[config.mk]
export PLATFORM = sky130hd
export DESIGN_NAME = score_collector
export DESIGN_NICKNAME = d
export VERILOG_FILES = /design/src/rtl/mnist_pkg.sv /design/src/rtl/score_max_tracker.sv /design/src/rtl/score_collector.sv
export SDC_FILE = /design/constraint.sdc
export NUM_CORES = 1
export LEC_CHECK = 0
export ABC_CLOCK_PERIOD_IN_PS = 2400
export BUFFER_PORTS_ARGS = -buffer_cell sky130_fd_sc_hd__buf_2
export CORE_MARGIN = 8
export CORE_UTILIZATION = 35
export CTS_BUF_LIST = sky130_fd_sc_hd__clkbuf_8 sky130_fd_sc_hd__clkbuf_16
export DETAILED_ROUTE_END_ITERATION = 12
export PLACE_DENSITY = 0.57
export SETUP_SLACK_MARGIN = 0.5
export SYNTH_ARGS = -nofsm -noshare
export SYNTH_HDL_FRONTEND = slang
export SYNTH_SLANG_ARGS = --single-unit
[constraint.sdc]
create_clock -name clk -period 2.4 [get_ports clk]
set_input_delay 0.48 -clock clk [delete_from_list [all_inputs] [get_ports clk]]
set_output_delay 0.48 -clock clk [all_outputs]
set_load 0.02 [all_outputs]
[src/rtl/mnist_pkg.sv]
// Shared types and default sizes for the MNIST classification pipeline.
package mnist_pkg;

  localparam int DEF_BIT_WIDTH = 8;
  localparam int DEF_NUM_CLASS = 10;
  localparam int DEF_CLASS_W   = $clog2(DEF_NUM_CLASS);

  typedef logic [DEF_BIT_WIDTH-1:0]   score_t;
  typedef score_t [DEF_NUM_CLASS-1:0] score_vec_t;
  typedef logic [DEF_CLASS_W-1:0]     class_idx_t;

endpackage

[src/rtl/score_max_tracker.sv]
// Running max / argmax over the beats of one frame. The combinational
// outputs already include the beat currently presented, so the collector
// can capture the frame result on the final beat without an extra cycle.
// Strict '>' compare: the lowest index wins ties.
import mnist_pkg::*;

module score_max_tracker #(
  parameter int BIT_WIDTH = DEF_BIT_WIDTH,
  parameter int NUM_CLASS = DEF_NUM_CLASS
) (
  input  logic                         clk,
  input  logic                         rst_n,
  input  logic                         upd,
  input  logic                         first,
  input  logic                         clr,
  input  logic [BIT_WIDTH-1:0]         score,
  input  logic [$clog2(NUM_CLASS)-1:0] idx,
  output logic [BIT_WIDTH-1:0]         nxt_max,
  output logic [$clog2(NUM_CLASS)-1:0] nxt_idx
);

  logic [BIT_WIDTH-1:0]         run_max;
  logic [$clog2(NUM_CLASS)-1:0] run_idx;
  logic                         take;

  // Candidate result: first beat of a frame always replaces the history.
  always_comb begin
    take    = first || (score > run_max);
    nxt_max = take ? score : run_max;
    nxt_idx = take ? idx   : run_idx;
  end

  // Running register; cleared when a misaligned frame is dropped.
  always_ff @(posedge clk or negedge rst_n) begin
    if (!rst_n) begin
      run_max <= '0;
      run_idx <= '0;
    end else if (clr) begin
      run_max <= '0;
      run_idx <= '0;
    end else if (upd) begin
      run_max <= nxt_max;
      run_idx <= nxt_idx;
    end
  end

endmodule

[src/rtl/score_collector.sv]
// Collects NUM_CLASS per-beat class scores into one parallel vector for the
// softmax/max stage. One frame buffer (first NUM_CLASS-1 beats) plus one
// output register, so the next frame fills while the output is stalled.
// Optional feature: define SCORE_COLLECTOR_ARGMAX_EN to add m_argmax/m_max.
import mnist_pkg::*;

module score_collector #(
  parameter int BIT_WIDTH = DEF_BIT_WIDTH,
  parameter int NUM_CLASS = DEF_NUM_CLASS
) (
  input  logic                                clk,
  input  logic                                rst_n,
  input  logic                                s_valid,
  output logic                                s_ready,
  input  logic [BIT_WIDTH-1:0]                s_score,
  input  logic                                s_last,
  output logic                                m_valid,
  input  logic                                m_ready,
  output logic [NUM_CLASS-1:0][BIT_WIDTH-1:0] m_scores,
  output logic                                frame_err
`ifdef SCORE_COLLECTOR_ARGMAX_EN
  ,
  output logic [$clog2(NUM_CLASS)-1:0]        m_argmax,
  output logic [BIT_WIDTH-1:0]                m_max
`endif
);

  localparam int               CNT_W    = $clog2(NUM_CLASS);
  localparam logic [CNT_W-1:0] LAST_IDX = CNT_W'(NUM_CLASS - 1);

  logic [CNT_W-1:0]                    cnt;
  logic [NUM_CLASS-2:0][BIT_WIDTH-1:0] fbuf;
  logic                                last_beat;
  logic                                accept;
  logic                                drop;
  logic                                done;

  // Handshake decode. Only the final beat depends on the output register.
  // NOTE: every always_comb output gets a value on every path (here by
  // straight-line assignment) so no latch is inferred.
  always_comb begin
    last_beat = (cnt == LAST_IDX);
    s_ready   = !last_beat || !m_valid || m_ready;
    accept    = s_valid && s_ready;
    drop      = accept && s_last && !last_beat;
    done      = accept && last_beat;
  end

  // Beat counter: index of the class expected next.
  // NOTE: sequential state uses non-blocking assignment so every register
  // samples pre-edge values regardless of block ordering.
  always_ff @(posedge clk or negedge rst_n) begin
    if (!rst_n)            cnt <= '0;
    else if (drop || done) cnt <= '0;
    else if (accept)       cnt <= cnt + 1'b1;
  end

  // Frame buffer for beats 0..NUM_CLASS-2; the final beat goes straight out.
  // NOTE: this storage is reset because a cleared buffer is part of the
  // defined reset state; a plain data RAM would normally skip it.
  always_ff @(posedge clk or negedge rst_n) begin
    if (!rst_n) begin
      fbuf <= '0;
    end else if (accept && !last_beat) begin
      for (int i = 0; i < NUM_CLASS - 1; i++)
        if (cnt == CNT_W'(i)) fbuf[i] <= s_score;
    end
  end

  // Output register: loads on frame completion, clears valid on handshake.
  always_ff @(posedge clk or negedge rst_n) begin
    if (!rst_n) begin
      m_valid  <= 1'b0;
      m_scores <= '0;
    end else if (done) begin
      m_valid  <= 1'b1;
      m_scores <= {s_score, fbuf};
    end else if (m_ready) begin
      m_valid  <= 1'b0;
    end
  end

  // Misalignment pulse: early s_last (frame dropped) or missing s_last.
  always_ff @(posedge clk or negedge rst_n) begin
    if (!rst_n) frame_err <= 1'b0;
    else        frame_err <= drop || (done && !s_last);
  end

`ifdef SCORE_COLLECTOR_ARGMAX_EN
  logic [BIT_WIDTH-1:0] trk_max;
  logic [CNT_W-1:0]     trk_idx;

  score_max_tracker #(
    .BIT_WIDTH (BIT_WIDTH),
    .NUM_CLASS (NUM_CLASS)
  ) u_tracker (
    .clk     (clk),
    .rst_n   (rst_n),
    .upd     (accept && !drop),
    .first   (cnt == '0),
    .clr     (drop),
    .score   (s_score),
    .idx     (cnt),
    .nxt_max (trk_max),
    .nxt_idx (trk_idx)
  );

  // Max/argmax registered alongside m_scores with identical hold rules.
  always_ff @(posedge clk or negedge rst_n) begin
    if (!rst_n) begin
      m_argmax <= '0;
      m_max    <= '0;
    end else if (done) begin
      m_argmax <= trk_idx;
      m_max    <= trk_max;
    end
  end
`endif

endmodule

==> results.cfg <==
[sta]
rsz0062_at_grt = true
setup_tns_ps = 0
hold_viol_final = 0
clock.fmax_mhz = 503
fin_crit_sh = 0.828
maxSlewHeadroom = 0.582
skew_ps = 7.22
hold_ws_ps = 67.8
layout_setup_ws_ps = 413
fin_crit_ps = 1990
drv_slew = 0
timing_worst_slew_pin_value_ps = 628
setup_viol = 0

[critical_path]
cp_max_fo = 3
cp_data_arrival_time_ps = 1510
worst_setup_path_end_kind = primary output
worstSetupStartpointType = register
setup.worst_path.start = cnt[1]
cp_cell_sequence = inv_2 -> ha_4 -> nand3b_1 -> nand2b_4 -> buf_6
worst_ep_required_time_ps = 1920
slowest_delay_ps = 390
reg2reg_from = cnt[3]
crit_type = register to primary output
critPathBufInv = 2
critical-path-top-delay-family = flip-flops
crit_path_top_delay_cell = dfrtp_1

[cts]
root_buffer = clkbuf_16
clkSlewWorstSetupHoldPaths_ps = 60
clk_latency_ps = 410
cts_tree = done
cts_hold_buf = 0
cts_buffers = 17
clockBufferDepth = 2
clkSinkCount = 158
h-tree-depth = 4

[final_layout]
postLayoutCoreUtil = 0.440
final_nets = 509
diodes = 0
areaGrowthSynthToFinish_pct = 23.7
final_area_sq_um = 7550
drive_gt1_frac = 0.602

[logic_synthesis]
yosysMostFrequentCell = dfrtp_1
yosys.area.top_type = dfrtp_1
syn_inst = 375
ys_async_sr_fraction = 1.00
synth-edff-count = 0
yosys_register_bits = 158
synth_area_per_cell_sq_um = 16.3
ys.flop_type = dfrtp_1
synth_area_leaders = dfrtp_1 (65%), mux2_2 (26%), mux2_1 (2.0%)
synth_nets = 392
synthesis.area_sq_um = 6110
ys_types = 24
synthTopCellsByCount = dfrtp_1 (158), mux2_2 (142), mux2_1 (11)
ys_warn_count = 0
synth-seq-area-share = 0.648
yosysTopAreaCellShare = 0.648

[run]
maxCapViolations = 0

[drt]
drtPass1Iterations = 4
wl_per_cell_microns = 18.9
drc = 0
detailedRoute.firstIterationViolations = 144
wl_microns = 13800
vias_per_cell = 4.71
vias = 3437
detail-route-antenna-nets = 0

[power_and_ir_drop]
power_per_cell_area_nw_per_um2 = 853
combPwrFrac = 0.106
clkPwrFrac = 0.387
sw_frac_of_total = 0.238
ir_worst_vdd_mv = 0.461
intPower_uw = 4910
seq_power_share = 0.507
p_leak_uw = 0.00394
p_sw_uw = 1540

[place]
hpwl_microns = 8830
place_ws_ps = 306
placed_area_sq_um = 6840
port_buffers = 95
routabilityCongestion = 0.696

[global_route]
grt_pass1_wl_microns = 21800
grt_usage = 0.130
grt_antenna_before_repair = 0
grt-ovfl-total = 0
grt_max_degree = 68
grt_pass1_vias = 3755

[floorplanning]
core_area_sq_um = 17200
die_w_microns = 148
row_count = 48
start_util = 0.355
dieArea_sq_um = 21900
io_pins = 96
die_h_microns = 148

[worst_hold_path]
hp-class = input pin to async pin

[outcome]
status = finished, final reports clean
## sequential cells by signal, indices dropped and copies added, names as in the netlist
signal,cells
frame_err,1
m_valid,1
cnt,4
m_scores,80
fbuf,72
## power groups by stage
stage,logic (uW),clock network [uW],registers (uW)
after global placement,640,0,3290
after global routing,752,2690,3320
after detailed placement,666,0,3310
final,683,2490,3270
after CTS,692,2570,3270
after floorplan,434,0,3280
## layout make-up
cell class	count	area, sq um
clock buffers	19	453
clock inverters	13	101
fillers	1621	9620
inverters	2	7.51
multi-input cells	196	2050
flip-flops and latches	158	3960
well taps	225	282
repair buffers	117	702
## cell families after synthesis
kind of cell / count (synthesis) / synth area share
and+or+nand+nor: 31 / 0.0301
AOI/OAI and AO/OA: 8 / 0.00861
adders and majority gates: 4 / 0.00820
buffers and inverters: 21 / 0.0234
DFF: 158 / 0.648
muxes: 153 / 0.282
## through the flow
stage               cells  power, uW
floorplan             375       3710
global placement      687       3930
detailed placement    687       3980
CTS                   725       6530
global route          730       6770
finish                730       6440
## cells in the final DEF, fill, tap and decap left out, types with 2 or more instances in the layout
master,synthesis,routed
a32o_1,2,2
buf_2,3,93
buf_4,0,17
buf_6,8,3
buf_8,0,2
clkbuf_16,0,18
clkbuf_8,0,2
clkinv_2,0,4
clkinv_4,0,2
clkinvlp_4,0,3
dfrtp_1,158,155
dfrtp_2,0,3
ha_1,4,3
inv_1,2,4
mux2_1,11,11
mux2_2,142,142
nand2_1,7,7
nand2b_1,4,3
nand3_1,5,2
nand3_2,0,3
nor2_2,3,3
nor2b_1,5,5
nor3_4,1,2
o21ai_0,4,4
## what timing repair did
| action | 4_1_cts | 5_1_grt |
|---|---|---|
| cloned | 0 | 2 |
| buffers inserted | 6 | 3 |
| endpoints found under the setup margin | 89 | 106 |
| gates resized for setup | 8 | 11 |
| pin swaps | 0 | 2 |
## path summary, 6_finish.rpt
check	end	slack, ps	cells past startpoint
worst max-delay path	s_ready	410	5
worst min-delay path	fbuf[58]	70	1
worst max register to register	fbuf[58]	540	4
worst min register to register	m_scores[31]	480	1
max in group asynchronous	m_scores[64]	1670	2
min in group clk	cnt[3]	340	2
## worst reg2reg max path, delay by kind of cell, from the launching register on
family	cells	cell delay [ps]
DFF	1	460
and+or+nand+nor	2	770
muxes	1	280
buffers and inverters	1	240
## metal layers
| layer | up-vias | global-route usage | wire length [microns] |
|---|---|---|---|
| met1 | 1801 | 0.162 | 6110 |
| met5 | - | 0 | 0 |
| met4 | 0 | 0.0505 | 190 |
| met3 | 12 | 0.0365 | 685 |
| met2 | 69 | 0.210 | 6820 |
| li1 | 1555 | - | - |
(Power assumes the default switching activity.)
